<file path="src/rtl/hier_node_pkg.sv">
// Shared types and helpers for the hierarchical counter node.
package hier_node_pkg;

    localparam int unsigned MAX_CHILDREN = 64;

    typedef enum logic [1:0] {
        StIdle,
        StScan,
        StPresent
    } node_state_e;

    // Index width that never collapses to zero bits for a single child.
    function automatic int unsigned clog2_min1(input int unsigned n);
        return (n <= 2) ? 1 : $clog2(n);
    endfunction

endpackage

</file>
<file path="src/rtl/hier_leaf_counter.sv">
// Saturating per-child event counter with a sticky saturation flag.
module hier_leaf_counter #(
    parameter int unsigned CNT_W = 8
) (
    input  logic             clk,
    input  logic             rst,
    input  logic             evt,
    input  logic             clr,
    output logic [CNT_W-1:0] count,
    output logic             sat
);

    localparam logic [CNT_W-1:0] CntMax = '1;

    always_ff @(posedge clk or posedge rst) begin
        if (rst) begin
            count <= '0;
            sat   <= 1'b0;
        end else if (clr) begin
            // An event in the clear cycle starts the next report.
            count <= CNT_W'(evt);
            sat   <= 1'b0;
        end else if (evt) begin
            if (count == CntMax) begin
                sat <= 1'b1;
            end else begin
                count <= count + 1'b1;
            end
        end
    end

endmodule

</file>
<file path="src/rtl/hier_node_array.sv">
// Tree node: NUM_CHILDREN leaf counters drained round-robin into one valid/ready report stream.
// Optional out_parity port when HIER_NODE_PARITY_EN is defined.
module hier_node_array
    import hier_node_pkg::*;
#(
    parameter int unsigned NUM_CHILDREN = 10,
    parameter int unsigned CNT_W        = 8,
    parameter int unsigned ID_W         = clog2_min1(NUM_CHILDREN)
) (
    input  logic                    clk,
    input  logic                    rst,
    input  logic                    en,
    input  logic [NUM_CHILDREN-1:0] child_evt,
    output logic                    out_valid,
    input  logic                    out_ready,
    output logic [ID_W-1:0]         out_id,
    output logic [CNT_W-1:0]        out_count,
    output logic                    out_sat,
`ifdef HIER_NODE_PARITY_EN
    output logic                    out_parity,
`endif
    output logic                    busy
);

    localparam logic [ID_W-1:0] LastIdx = ID_W'(NUM_CHILDREN - 1);

    node_state_e             state_q;
    logic [ID_W-1:0]         ptr_q;
    logic [ID_W-1:0]         pass_q;
    logic [CNT_W-1:0]        cnt [NUM_CHILDREN];
    logic [NUM_CHILDREN-1:0] sat;
    logic [NUM_CHILDREN-1:0] clr;
    logic [CNT_W-1:0]        cur_cnt;
    logic                    cur_sat;
    logic                    hit;

    function automatic logic [ID_W-1:0] next_idx(input logic [ID_W-1:0] idx);
        return (idx == LastIdx) ? '0 : idx + 1'b1;
    endfunction

    always_comb begin
        cur_cnt = '0;
        cur_sat = 1'b0;
        for (int unsigned i = 0; i < NUM_CHILDREN; i++) begin
            if (ptr_q == ID_W'(i)) begin
                cur_cnt = cnt[i];
                cur_sat = sat[i];
            end
        end
    end

    assign hit  = (state_q == StScan) && en && (cur_cnt != '0);
    assign busy = (state_q != StIdle);

    for (genvar i = 0; i < NUM_CHILDREN; i++) begin : g_child
        assign clr[i] = hit && (ptr_q == ID_W'(i));

        hier_leaf_counter #(
            .CNT_W (CNT_W)
        ) u_leaf (
            .clk   (clk),
            .rst   (rst),
            .evt   (child_evt[i]),
            .clr   (clr[i]),
            .count (cnt[i]),
            .sat   (sat[i])
        );
    end

    always_ff @(posedge clk or posedge rst) begin
        if (rst) begin
            state_q    <= StIdle;
            ptr_q      <= '0;
            pass_q     <= '0;
            out_valid  <= 1'b0;
            out_id     <= '0;
            out_count  <= '0;
            out_sat    <= 1'b0;
`ifdef HIER_NODE_PARITY_EN
            out_parity <= 1'b0;
`endif
        end else begin
            unique case (state_q)
                StIdle: begin
                    if (en) begin
                        state_q <= StScan;
                        pass_q  <= '0;
                    end
                end
                StScan: begin
                    if (!en) begin
                        state_q <= StIdle;
                    end else if (hit) begin
                        state_q    <= StPresent;
                        out_valid  <= 1'b1;
                        out_id     <= ptr_q;
                        out_count  <= cur_cnt;
                        out_sat    <= cur_sat;
`ifdef HIER_NODE_PARITY_EN
                        out_parity <= ^{ptr_q, cur_cnt, cur_sat};
`endif
                    end else begin
                        // Pointer advances even on the last miss so a full pass lands back home.
                        ptr_q <= next_idx(ptr_q);
                        if (pass_q == LastIdx) begin
                            state_q <= StIdle;
                        end else begin
                            pass_q <= pass_q + 1'b1;
                        end
                    end
                end
                StPresent: begin
                    if (out_ready) begin
                        out_valid <= 1'b0;
                        ptr_q     <= next_idx(out_id);
                        pass_q    <= '0;
                        state_q   <= en ? StScan : StIdle;
                    end
                end
                default: state_q <= StIdle;
            endcase
        end
    end

endmodule

</file>
<file path="config.mk">
export PLATFORM = sky130hd
export DESIGN_NAME = hier_node_array
export DESIGN_NICKNAME = d
export VERILOG_FILES = /design/src/rtl/hier_node_pkg.sv /design/src/rtl/hier_leaf_counter.sv /design/src/rtl/hier_node_array.sv
export SDC_FILE = /design/constraint.sdc
export NUM_CORES = 1
export LEC_CHECK = 0
export CAP_MARGIN = 5
export CORE_MARGIN = 2
export CORE_UTILIZATION = 55
export DETAILED_ROUTE_END_ITERATION = 10
export PLACE_DENSITY = 0.81
export REMOVE_ABC_BUFFERS = 1
export SYNTH_ARGS = -nofsm -noshare
export SYNTH_HDL_FRONTEND = slang
export SYNTH_SLANG_ARGS = --single-unit
</file>
<file path="constraint.sdc">
create_clock -name clk -period 3.8 [get_ports clk]
set_clock_uncertainty 0.1 [all_clocks]
set_input_delay 0.76 -clock clk [delete_from_list [all_inputs] [get_ports clk]]
set_output_delay 0.76 -clock clk [all_outputs]
set_load 0.05 [all_outputs]
</file>
Word level (Yosys, flattened, before mapping)
Cells that the tools add are included.
{ "op_classes": {"n_addsub": 13, "n_eq_ne": 40, "muxes": 103, "reduce_logical": 63} }
{ "ops": {"columns": ["operator", "count"], "rows": [
  ["2-to-1 mux 8 bit", 40],
  ["adder 8 x 1 -> 8 bit, second input constant", 10],
  ["== test 8 bit, second input constant", 10],
  ["2-to-1 mux 1 bit", 44],
  ["nonzero test 2 bit", 22],
  ["2-to-1 mux 4 bit", 10],
  ["AND reduction 2 bit", 20],
  ["inequality test 2 x 1 -> 1 bit, second input constant", 10],
  ["== test 4 x 3 -> 1 bit, second input constant", 4],
  ["== test 4 bit, second input constant", 4],
  ["adder 4 x 1 -> 4 bit, second input constant", 3],
  ["logical AND 1 bit", 12],
  ["inequality test 2 bit, second input constant", 6],
  ["case mux 4 bit (3 select lines)", 1],
  ["2-to-1 mux 2 bit", 5],
  ["== test 4 x 2 -> 1 bit, second input constant", 2],
  ["case mux 4 bit (2 select lines)", 1],
  ["AND reduction 4 bit", 2],
  ["nonzero test 8 bit", 1],
  ["case mux 2 bit (3 select lines)", 1],
  ["AND reduction 3 bit", 2],
  ["AND reduction 6 bit", 1],
  ["== test 4 x 1 -> 1 bit, second input constant", 1],
  ["logical NOT 4 bit", 1],
  ["6 further kinds", 6]
]} }
{ "word_totals": {"reg_bits": 114, "in_bits": 14, "output_inout_bits": 15, "elab_cells": 246} }

Depth between registers and ports, before layout
Gate-level depths: netlist of run 1.
{ "depth": {"depth_word": 16, "mapped_depth": 13, "mapped_depth_nobuf": 8} }

Modules after synthesis
From an unflattened synthesis of run 1, not the netlist that was laid out.
{ "hier_totals": {"cells_unflattened": 800, "hier_area_um2": 7505.9} }
{ "by_module_without_submodules": {"columns": ["module", "n_inst", "cells_each", "area_per_inst_um2", "seq_area_each_um2"], "rows": [
  ["hier_leaf_counter", 10, 51, 511.7, 225.2],
  ["hier_node_array", 1, 290, 2388.5, 600.6]
]} }

Least setup slack after synthesis of run 1
Ideal clock, no wire load.
{ "synth_path": {"path_type": "register to register", "from": "register ptr_q[1]", "to": "register ptr_q[3]", "setup_ns": 0.127, "t_arrival_ns": 2.604, "required_ns": 3.573, "path_slack_ns": 0.968, "path_stages_with_launch": 11, "path_buffers": 2, "synth_period_minus_slack_ns": 2.832, "cell_sequence": "dfrtp_1 -> buf_2 -> or3b_1 -> buf_2 -> o22ai_1 -> a31oi_1 -> o21a_1 -> or4b_4 -> o21ai_4 -> nand2_1 -> mux2_1"} }
{ "synth_between": {"elab_chain_cells": 15, "word_cells_on_any_way": 29, "cone_classes": "add/sub (1); eq/ne (10); mux (14); reduce/logical (4)"} }
{ "synth_rtl": {"columns": ["item", "line_no", "source"], "rows": [
  ["start: declaration", "hier_node_array.sv:28", "logic [ID_W-1:0] ptr_q;"],
  ["start signal: assignment", "hier_node_array.sv:104", "ptr_q <= next_idx(ptr_q);"],
  ["start signal: assignment", "hier_node_array.sv:115", "ptr_q <= next_idx(out_id);"],
  ["logical NOT 4 bit", "hier_node_array.sv:45", "if (ptr_q == ID_W'(i)) begin"],
  ["2-to-1 mux 8 bit (10 in series)", "hier_node_array.sv:45", null],
  ["nonzero test 8 bit", "hier_node_array.sv:52", "assign hit = (state_q == StScan) && en && (cur_cnt != '0);"],
  ["logical AND 1 bit", "hier_node_array.sv:52", null],
  ["inequality test 2 bit (no source line)", null, null],
  ["AND reduction 4 bit (no source line)", null, null]
]} }
Several ways; a longest one is shown, not always the timed one. The select of a mux whose other input is x is not followed.
A chain may end at the register's enable or synchronous reset.

Worst setup path after layout of run 1
{ "layout_path": {"from": "register ptr_q[3]", "to": "register g_child[0].u_leaf.count[0]"} }
{ "layout_between": {"elab_chain_cells": 16, "word_cells_on_any_way": 27, "cone_classes": "eq/ne (10); mux (11); reduce/logical (6)"} }
{ "layout_rtl": {"columns": ["item", "line_no", "source"], "rows": [
  ["logical NOT 4 bit", "hier_node_array.sv:45, hier_node_array.sv:56", null],
  ["2-to-1 mux 8 bit (10 in series)", "hier_node_array.sv:45", null],
  ["nonzero test 8 bit", "hier_node_array.sv:52", null],
  ["logical AND 1 bit", "hier_node_array.sv:52", null],
  ["logical AND 1 bit *", "hier_node_array.sv:56", "assign clr[i] = hit && (ptr_q == ID_W'(i));"],
  ["inequality test 2 x 1 -> 1 bit (no source line) / nonzero test 2 bit (equally long branches)", null, null],
  ["AND reduction 2 bit (no source line)", null, null],
  ["end signal: assignment", "hier_leaf_counter.sv:21", "count <= CNT_W'(evt);"],
  ["end signal: assignment", "hier_leaf_counter.sv:27", "count <= count + 1'b1;"],
  ["end: declaration", "hier_leaf_counter.sv:9", "output logic [CNT_W-1:0] count,"]
]} }
Mark *: on every way between the ends. The rest lies on a longest branch, timed or not.

==> reports/metrics.csv, run 1 <==
stage;metric;value;unit
outcome;status;finished clean;
synthesis;sequential-to-total area share from yosys stat;43.4;%
drt;met2 WL;8.45;mm
sta;Final min period;3.45;ns
finish;diode count;0;
power;pwr dens;855;mW/mm^2
clocking;CTS root buf;clkbuf_16;
global_route;vias in the first global route;5455;
hold_path;Hold Path Depth;2;
synthesis;adder-cell share of the synthesized area;2.28;%
drt;DRC viols;0;
clocking;clock slew at reported path FFs;0.05;ns
sta;final setup vio count;0;
run;Max Cap Violations;0;
synthesis;Syn Inst Count;722;
hold_path;worst min path class;reg2reg;
synthesis;Yosys reg bits;114;
drt;met3 routed WL;1.15;mm
synthesis;largest family of logic cells by synthesized area;simple AND/OR/NAND/NOR gates;
synthesis;FFs w/ async S/R, synth;100;%
drt;top sig layer;met4;
synthesis;complex-gate fraction of the synthesized area;13.6;%
worst_setup_path;critical path buffer and inverter count;1;
synthesis;multiplexer share of the synthesized area;6.76;%
synthesis;Top FF cell, synth;dfrtp_1;
placement;placed cells;882;
finish;proportion of layout cells with a drive suffix above 1;9.60;%
worst_setup_path;crit-path max cell delay;0.56;ns
sta;RSZ-0062 raised after global routing;false;
hold_path;hold endpoint;out_valid;
power;maximum vdd drop;513;uV
worst_setup_path;FF-to-FF Start;ptr_q[3];
drt;Detail Route Antenna Nets;0;
worst_setup_path;crit path DAT;3.70;ns
floorplanning;# rows;39;
sta;Max-slew headroom;57.0;%
sta;Fin. Hold Viols;0;
worst_setup_path;R2R setup slack;0.35;ns
worst_setup_path;CP Launch Type;flip-flop;
worst_setup_path;CP Max Fanout;9;
synthesis;top cell type by total area after synthesis;dfrtp_1;
placement;Placement Cell Area;0.00705;sq mm
clocking;# hold bufs at CTS;0;
finish;FILL cells;905;
drt;final wirelength;17.5;mm
finish;Final Non-Filler Cells;914;
synthesis;Ys Warns;0;
global_route;global-route wire length before repair;28.4;mm
finish;Finished Core Util;66.9;%
worst_setup_path;Crit Path Category;reg2reg;
clocking;maximum clock insertion buffer count;2;
clocking;TritonCTS clock tree;done;
floorplanning;Core ar.;0.0115;sq mm
drt;WL met1;7.56;mm
drt;1st-iter DRT viols;627;
synthesis;most common cell in the synthesized netlist;nor2_1;
synthesis;Post-Synth Simple-Gate Area;22.7;%
worst_setup_path;crit path max-delay cell type;nor3b_1;
finish;fin nets;784;
finish;register area;0.00285;sq mm
clocking;Setup Buffers After CTS;0;
placement;GPL Wtd Cong;0.982;
clocking;clock latency on the worst-skew pair;0.43;ns
synthesis;Mean Syn Cell Area;9.10;sq um
global_route;gr usage total;28.9;%
worst_setup_path;CP Capture Type;flip-flop;
sta;Max Freq;290;MHz
sta;Hold Slack;0.388;ns
sta;Slew @ Worst Pin;0.644;ns
power;Static Leak;3.37;nW
floorplanning;Boundary Pins;29;
global_route;total gr overflow;0;
floorplanning;chip height;113;um
floorplanning;die width;113;um
floorplanning;initial core utilization;57.1;%
synthesis;Netlist Area Pre-Place;0.00657;sq mm
synthesis;number of synthesized flops with an enable pin;0;
worst_setup_path;delay-heaviest family, CP;compound AO/OA/AOI/OAI gates;
clocking;clk sinks;114;
synthesis;XOR/XNOR share of the synthesized area;8.13;%
worst_setup_path;CP required;4.05;ns
clocking;TritonCTS Buffers;17;
placement;port buffer count;28;
sta;Slew Limit Fails;0;
synthesis;Commonest cells post-synth;123 x nor2_1, 114 x dfrtp_1, 83 x nand2_1;
drt;vias per cell;6.18;
synthesis;synth top area cells;dfrtp_1 43%, nor2_1 7.0%, xor2_1 4.9%;
worst_setup_path;CP cell instances;buf_4 -> nor3b_1 -> a31oi_1 -> a31oi_1 -> o21a_1 -> nor4b_4 -> a21oi_2 -> and3_1 -> mux2i_1;
drt;first-pass detailed-route iteration total;5;
worst_setup_path;worst r2r dst;g_child[0].u_leaf.count[0];
drt;routed len/inst;19.2;um
synthesis;Yosys top cell area share;43.4;%
synthesis;Yosys cell types;67;
floorplanning;full die area;0.0128;sq mm
sta;period utilisation layout;90.8;%
finish;Post-Layout Inst Area;0.00771;sq mm
drt;vias;5646;
hold_path;Worst Hold Launch;out_valid;
worst_setup_path;R2R cell count;9;
placement;post-DP HPWL;12.9;mm
global_route;largest net degree at the start of global routing;60;
finish;Layout Area Growth over Synthesis;17.3;%
finish;multi-input combinational cell area;0.00351;sq mm
clocking;H-tree lvl count;4;
clocking;PostCTS Resize Cnt;0;
global_route;initial antenna violation count;0;
worst_setup_path;cell mode on critical path;a31oi_1;
report_power, final:
group / internal (mW) / switching, mW
Combinational: 1.07 / 1.58
Clock: 1.23 / 0.552
Sequential: 1.60 / 0.563
routing by layer:
metal  global-route usage, %  up-vias
met2                    45.4      199
met3                    6.86       32
met5                       0        -
met4                    10.3        0
li1                        -     2616
met1                    39.4     2799
layout by cell type (no fill, tap or decap), types with 12 or more instances in the layout:
cell             count
nor2_1             123
ha_1                12
nand4_1             12
clkbuf_16           17
o21ai_0             35
buf_4               16
a21oi_1             36
nand3_1             19
nor2b_1             13
xnor2_1             24
dfrtp_1            114
and3_1              15
mux2i_1             23
clkdlybuf4s50_1     28
xor2_1              37
inv_1               15
nand2_1             83
worst min-delay path, stage by stage (launching register included):
cell and delay, ns:
dfrtp_1 0.34, nand2_1 0.05, nand2_1 0.06
how the worst max path moves through the flow:
stage               startpoint                          to  slack [ns]  cells after the start
CTS                   ptr_q[3]  g_child[0].u_leaf.count[0]        0.45                      8
finish                ptr_q[3]  g_child[0].u_leaf.count[0]        0.35                      9
global placement      ptr_q[3]  g_child[0].u_leaf.count[0]        0.45                      8
global route          ptr_q[3]  g_child[0].u_leaf.count[0]        0.23                      9
detailed placement    ptr_q[3]  g_child[0].u_leaf.count[0]        0.46                      9
floorplan                  rst  g_child[0].u_leaf.count[0]       -0.08                      1
registers in the layout, indices dropped and copies added (netlist names):
signal                count
g_child.u_leaf.count     80
pass_q                    4
out_id                    4
state_q                   2
g_child.u_leaf.sat       10
ptr_q                     4
out_count                 8
out_valid                 1
out_sat                   1
area by class of cell:
type	instances	share of cell area, %
Tap cell	143	2.32
Multi-Input combinational cell	563	45.6
Clock inverter	10	2.30
Inverter	16	0.811
Sequential cell	114	37.0
Clock buffer	22	6.28
Timing Repair Buffer	46	5.71
cell families (layout without fill, tap and decap cells):
kind of cell,after synthesis,count (layout)
simple gates,313,313
mux,39,39
xor+xnor,61,61
compound gates,138,138
fa+ha+maj,12,12
flops,114,114
buf+inv,45,94
metrics by stage:
stage | power [mW] | TNS [ns] | setup WS (ns)
after detailed placement | 4.76 | 0 | 0.463
after global placement | 4.68 | 0 | 0.446
final | 6.59 | 0 | 0.350
after CTS | 6.56 | 0 | 0.446
after floorplan | 3.84 | -8.63 | -0.0757
after global routing | 6.94 | 0 | 0.234
(Power assumes the default switching activity.)
==> run 2, diff against run 1 <==
Settings changed: CORE_ASPECT_RATIO from default to 1.75, CTS_CLUSTER_SIZE from default to 10.
==> run 2 against run 1 <==
  * Core utilization fell by 1.2 points
  * Non-clock buffer count is 4 lower
  * Register-to-register slack got worse by 0.05 ns
  * Sequential cell count did not move
  * Sequential power rose by 2%
  * Clock-buffer cell count up 3
  * Critical path depth unchanged
  * Maximum frequency is 1.4% lower
  * Final cell count decreased by 1.6%
  * Power is 1.6% lower
  * Global-route usage up 1.4 points
  * Wire length rose by 5.1%
  * Critical endpoint unchanged
  * Highest routed layer unchanged
==> reports/metrics.csv, run 2 (synthesis results as in run 1) <==
stage;metric;value;unit
outcome;status;finished clean;
finish;Layout Area Growth over Synthesis;15.9;%
finish;commonest non-fill, non-tap cells in the layout;123 x nor2_1, 113 x dfrtp_1, 83 x nand2_1;
drt;first-pass detailed-route iteration total;7;
placement;post-DP HPWL;13.1;mm
worst_setup_path;critical path buffer and inverter count;2;
global_route;met2 Usage GRT;53.5;%
finish;diode count;0;
power;Sw Pwr;2.71;mW
power;total power;6.48;mW
placement;placed cells;870;
sta;Final min period;3.50;ns
drt;DRC viols;0;
finish;FILL cells;914;
drt;routed len/inst;20.5;um
finish;register area;0.00285;sq mm
sta;Slew Limit Fails;0;
clocking;CTS root buf;clkbuf_16;
clocking;maximum clock insertion buffer count;2;
finish;largest registers;g_child.u_leaf.count (80), g_child.u_leaf.sat (10), out_count (8);
global_route;routing usage on met1;32.7;%
sta;period utilisation layout;92.1;%
power;combinational group share of total power;40.5;%
global_route;gr busiest metal;met2;
sta;Max-slew headroom;38.2;%
clocking;TritonCTS Buffers;17;
floorplanning;Boundary Pins;29;
global_route;gr usage total;30.3;%
placement;GPL Wtd Cong;0.932;
worst_setup_path;crit path DAT;3.73;ns
global_route;total gr overflow;0;
run;Max Cap Violations;0;
sta;Fin. Hold Viols;0;
power;Static Leak;3.31;nW
worst_setup_path;CP Max Fanout;13;
floorplanning;Core ar.;0.0116;sq mm
sta;Slew @ Worst Pin;0.925;ns
power;clock group share of total power;25.5;%
placement;Placement Cell Area;0.00701;sq mm
finish;max reg flops;80;
finish;Largest Register;g_child.u_leaf.count;
finish;fin nets;780;
clocking;clock latency on the worst-skew pair;0.42;ns
worst_setup_path;Crit Path Category;reg2reg;
sta;final setup vio count;0;
drt;final wirelength;18.4;mm
finish;Final Non-Filler Cells;899;
finish;Post-Layout Inst Area;0.00761;sq mm
floorplanning;# rows;52;
finish;commonest non-fill, non-tap cell in the layout;nor2_1;
clocking;H-tree lvl count;4;
worst_setup_path;CP Launch Type;flip-flop;
worst_setup_path;crit path max-delay cell type;nor3b_1;
drt;vias;5704;
worst_setup_path;CP cell instances;nor3b_1 -> buf_4 -> a21oi_1 -> a21oi_1 -> nor4b_4 -> a21oi_2 -> buf_4 -> and3_1 -> mux2i_1;
clocking;clock slew at reported path FFs;0.05;ns
power;Reg power frac;34.1;%
power;Sw Ratio;41.8;%
worst_setup_path;R2R setup slack;0.30;ns
power;maximum vdd drop;434;uV
drt;Detail Route Antenna Nets;0;
finish;multi-input combinational cell area;0.00352;sq mm
drt;1st-iter DRT viols;504;
global_route;global-route wire length before repair;30.0;mm
global_route;vias in the first global route;5989;
worst_setup_path;CP required;4.04;ns
power;pwr dens;852;mW/mm^2
sta;Max Freq;286;MHz
worst_setup_path;CP Capture Type;flip-flop;
floorplanning;chip height;149;um
floorplanning;die width;86.6;um
clocking;clk sinks;114;
floorplanning;initial core utilization;56.7;%
worst_setup_path;crit-path max cell delay;0.81;ns
hold_path;worst min path class;reg2reg;
global_route;initial antenna violation count;0;
global_route;largest net degree at the start of global routing;66;
worst_setup_path;delay-heaviest family, CP;simple AND/OR/NAND/NOR gates;
floorplanning;full die area;0.0129;sq mm
sta;RSZ-0062 raised after global routing;false;
global_route;met3 Resource Use GR;5.27;%
clocking;TritonCTS clock tree;done;
placement;port buffer count;28;
finish;proportion of layout cells with a drive suffix above 1;8.77;%
power;Internal Power;3.77;mW
drt;vias per cell;6.34;
==> run 2: cell count changes in the layout (fill, tap and decap cells not counted), moves of 2 or more <==
cell / change
bufinv_16: -2
buf_4: -4
clkinv_2: -4
clkbuf_1: +2
==> run 2: final timing paths <==
| check | cells past startpoint | from | to |
|---|---|---|---|
| hold reg to reg | 2 | out_valid | out_valid |
| setup reg to reg | 9 | ptr_q[3] | g_child[0].u_leaf.count[0] |
| setup / recovery | 9 | ptr_q[3] | g_child[0].u_leaf.count[0] |
| min in group asynchronous | 2 | rst | g_child[4].u_leaf.sat |
| hold / removal | 2 | out_valid | out_valid |
| max in group asynchronous | 3 | rst | ptr_q[0] |
==> run 2: repair_timing <==
item	CTS	global route
resized for setup	0	2
buffers inserted	0	0
hold buffers	0	0
setup endpoints to repair	0	2
==> run 2: final cells by class <==
class / count / area share, %
multi-input cells: 563 / 46.2
flip-flops and latches: 114 / 37.5
clock buffers: 25 / 6.64
repair buffers: 42 / 5.39
well taps: 135 / 2.22
clock inverters: 4 / 1.28
inverters: 16 / 0.822
==> run 2: layer usage <==
layer / share of wire, % / routed length, um / vias to the layer above
li1: - / - / 2612
met1: 36 / 6670 / 2806
met2: 54 / 9890 / 210
met3: 4.2 / 773 / 76
met4: 6.1 / 1120 / 0
met5: 0 / 0 / -
==> run 2: worst reg2reg max path: stages, from the launching register on <==
cell and delay [ns]:
dfrtp_1 0.62, nor3b_1 0.81, buf_4 0.24, a21oi_1 0.04, a21oi_1 0.40, nor4b_4 0.11
a21oi_2 0.23, buf_4 0.21, and3_1 0.42, mux2i_1 0.24
==> run 2: through the flow <==
stage	hold WS (ns)	utilization (%)	setup slack (ns)	TNS [ns]
3_3_place_gp	0.370	60.5	0.310	0
2_1_floorplan	0.357	-	-0.0757	-8.63
6_report	0.379	65.8	0.301	0
4_1_cts	0.384	65.7	0.237	0
3_5_place_dp	0.372	60.5	0.249	0
5_1_grt	0.427	65.8	0.116	0
==> run 2: power by group through the flow <==
stage	clock (mW)	combinational, mW	sequential [mW]
after detailed placement	0	2.56	2.19
after global placement	0	2.47	2.17
after floorplan	0	1.56	2.28
final	1.65	2.63	2.21
after CTS	1.66	2.60	2.18
after global routing	1.71	2.86	2.25
==> run 3, diff against run 2 <==
Settings changed: CORE_ASPECT_RATIO 1.75 to default, DONT_BUFFER_PORTS from default to 1, PLACE_DENSITY 0.81 to 0.78.
==> run 3 against run 2 <==
  * Sequential cell count unchanged
  * Wire length decreased by 7.7%
  * First-iteration DRC count is 9.5% higher
  * Power is 7.5% lower
  * Clock-buffer cell count did not move
  * Critical path depth is 1 lower
  * Worst setup slack worse by 0.16 ns
  * Die area fell by 0.26%
  * Global-route usage down 2.4 points
  * Via count shrank 2.3%
  * Sequential power up 9%
  * Core utilization is 3.1 points lower
==> reports/metrics.csv, run 3 (synthesis results as in run 1) <==
stage;metric;value;unit
global_route;global-route wire length before repair;28.0;mm
global_route;routing usage on met1;36.3;%
power;Reg power frac;40.0;%
sta;Slew Limit Fails;0;
drt;1st-iter DRT viols;552;
power;Sw Pwr;2.64;mW
power;Sw Ratio;44.0;%
placement;Placement Cell Area;0.00672;sq mm
placement;placed cells;847;
drt;vias per cell;6.34;
worst_setup_path;CP Capture Type;flip-flop;
worst_setup_path;CP cell instances;or3b_1 -> o22ai_1 -> a31oi_1 -> o21a_1 -> or4b_4 -> o21ai_4 -> nand2_1 -> o21ai_0;
finish;Finished Core Util;62.7;%
finish;proportion of layout cells with a drive suffix above 1;8.42;%
floorplanning;Boundary Pins;29;
finish;Largest Register;g_child.u_leaf.count;
hold_path;worst min path class;in2async;
power;maximum vdd drop;451;uV
sta;Slew @ Worst Pin;0.662;ns
power;clock group share of total power;22.8;%
floorplanning;full die area;0.0128;sq mm
sta;Max-slew headroom;55.9;%
sta;Setup TNS;0;ns
drt;final wirelength;17.0;mm
worst_setup_path;crit path max-delay cell type;dfrtp_1;
finish;FILL cells;941;
global_route;met2 Usage GRT;44.7;%
placement;post-DP HPWL;12.3;mm
power;Static Leak;3.15;nW
power;Internal Power;3.36;mW
sta;Max Freq;273;MHz
floorplanning;chip height;113;um
power;combinational group share of total power;37.2;%
outcome;status;finished clean;
clocking;TritonCTS Buffers;17;
placement;GPL Wtd Cong;1.01;
floorplanning;die width;113;um
clocking;maximum clock insertion buffer count;2;
sta;Hold Slack;0.203;ns
worst_setup_path;Crit Path Category;reg2reg;
finish;Layout Area Growth over Synthesis;9.84;%
clocking;CTS root buf;clkbuf_16;
placement;port buffer count;0;
finish;diode count;0;
drt;Detail Route Antenna Nets;0;
finish;commonest non-fill, non-tap cells in the layout;123 x nor2_1, 114 x dfrtp_1, 83 x nand2_1;
worst_setup_path;CP required;3.97;ns
drt;first-pass detailed-route iteration total;5;
clocking;TritonCTS clock tree;done;
drt;routed len/inst;19.4;um
worst_setup_path;CP Max Fanout;17;
clocking;clk sinks;114;
global_route;gr busiest metal;met2;
finish;largest registers;g_child.u_leaf.count (80), g_child.u_leaf.sat (10), out_count (8);
clocking;clock slew at reported path FFs;0.05;ns
finish;Post-Layout Inst Area;0.00722;sq mm
sta;RSZ-0062 raised after global routing;false;
clocking;Setup Buffers After CTS;0;
global_route;gr usage total;27.9;%
finish;max reg flops;80;
clocking;clock latency on the worst-skew pair;0.42;ns
sta;final setup vio count;0;
global_route;initial antenna violation count;0;
finish;Final Non-Filler Cells;879;
sta;Final min period;3.66;ns
finish;fin nets;749;
clocking;H-tree lvl count;4;
sta;period utilisation layout;96.3;%
sta;Fin. Hold Viols;0;
floorplanning;Core ar.;0.0115;sq mm
global_route;met3 Resource Use GR;7.61;%
power;pwr dens;831;mW/mm^2
worst_setup_path;crit-path max cell delay;0.68;ns
worst_setup_path;crit path DAT;3.83;ns
drt;DRC viols;0;
drt;vias;5575;
finish;commonest non-fill, non-tap cell in the layout;nor2_1;
run;Max Cap Violations;0;
global_route;vias in the first global route;5374;
floorplanning;# rows;39;
global_route;total gr overflow;0;
floorplanning;initial core utilization;57.1;%
global_route;largest net degree at the start of global routing;67;
worst_setup_path;CP Launch Type;flip-flop;
## run 3: per-layer routing
metal	up-vias	share of wire [%]
met4	0	2.3
met2	226	48
met3	35	7.2
met5	-	0
li1	2548	-
met1	2766	42
## run 3: area by class of cell
class | instances | area [sq um] | share of cell area [%]
clock buffers | 25 | 465 | 6.45
clock inverters | 7 | 35.0 | 0.485
inverters | 16 | 62.6 | 0.867
multi-input cells | 563 | 3520 | 48.7
flip-flops and latches | 114 | 2850 | 39.5
well taps | 143 | 179 | 2.48
repair buffers | 11 | 108 | 1.49
## run 3: timing repair
| item | CTS | global route |
|---|---|---|
| endpoints found under the hold margin | 0 | 0 |
| endpoints found under the setup margin | 0 | 16 |
| gates resized for setup | 0 | 1 |
| hold buffers | 0 | 0 |
## run 3: metrics by stage
step                      total power [mW]  setup slack [ns]
after global placement                4.48             0.386
after detailed placement              4.57             0.260
after global routing                  6.33           0.00521
final                                 6.00             0.142
after floorplan                       3.84           -0.0757
after CTS                             5.95             0.244
## run 3: final timing paths
path / endpoint / startpoint / depth (start not counted) / slack [ns]
max: ptr_q[0] / ptr_q[3] / 8 / 0.14
min: g_child[0].u_leaf.count[3] / rst / 1 / 0.20
max reg2reg: ptr_q[0] / ptr_q[3] / 8 / 0.14
min reg2reg: g_child[3].u_leaf.sat / g_child[3].u_leaf.sat / 2 / 0.40
max in group asynchronous: pass_q[0] / rst / 2 / 2.64
min in group clk: state_q[1] / out_ready / 1 / 0.36
## run 3: power groups by stage
stage	clock network (mW)	logic (mW)	registers (mW)
after floorplan	0	1.56	2.28
after CTS	1.38	2.20	2.38
after global placement	0	2.11	2.38
final	1.37	2.23	2.40
after detailed placement	0	2.18	2.39
after global routing	1.43	2.46	2.45
## run 3: worst max-delay path, delay by kind of cell (launching register included)
family | cells | cell delay, ns
compound gates | 5 | 1.39
simple gates | 3 | 1.32
flops | 1 | 0.68
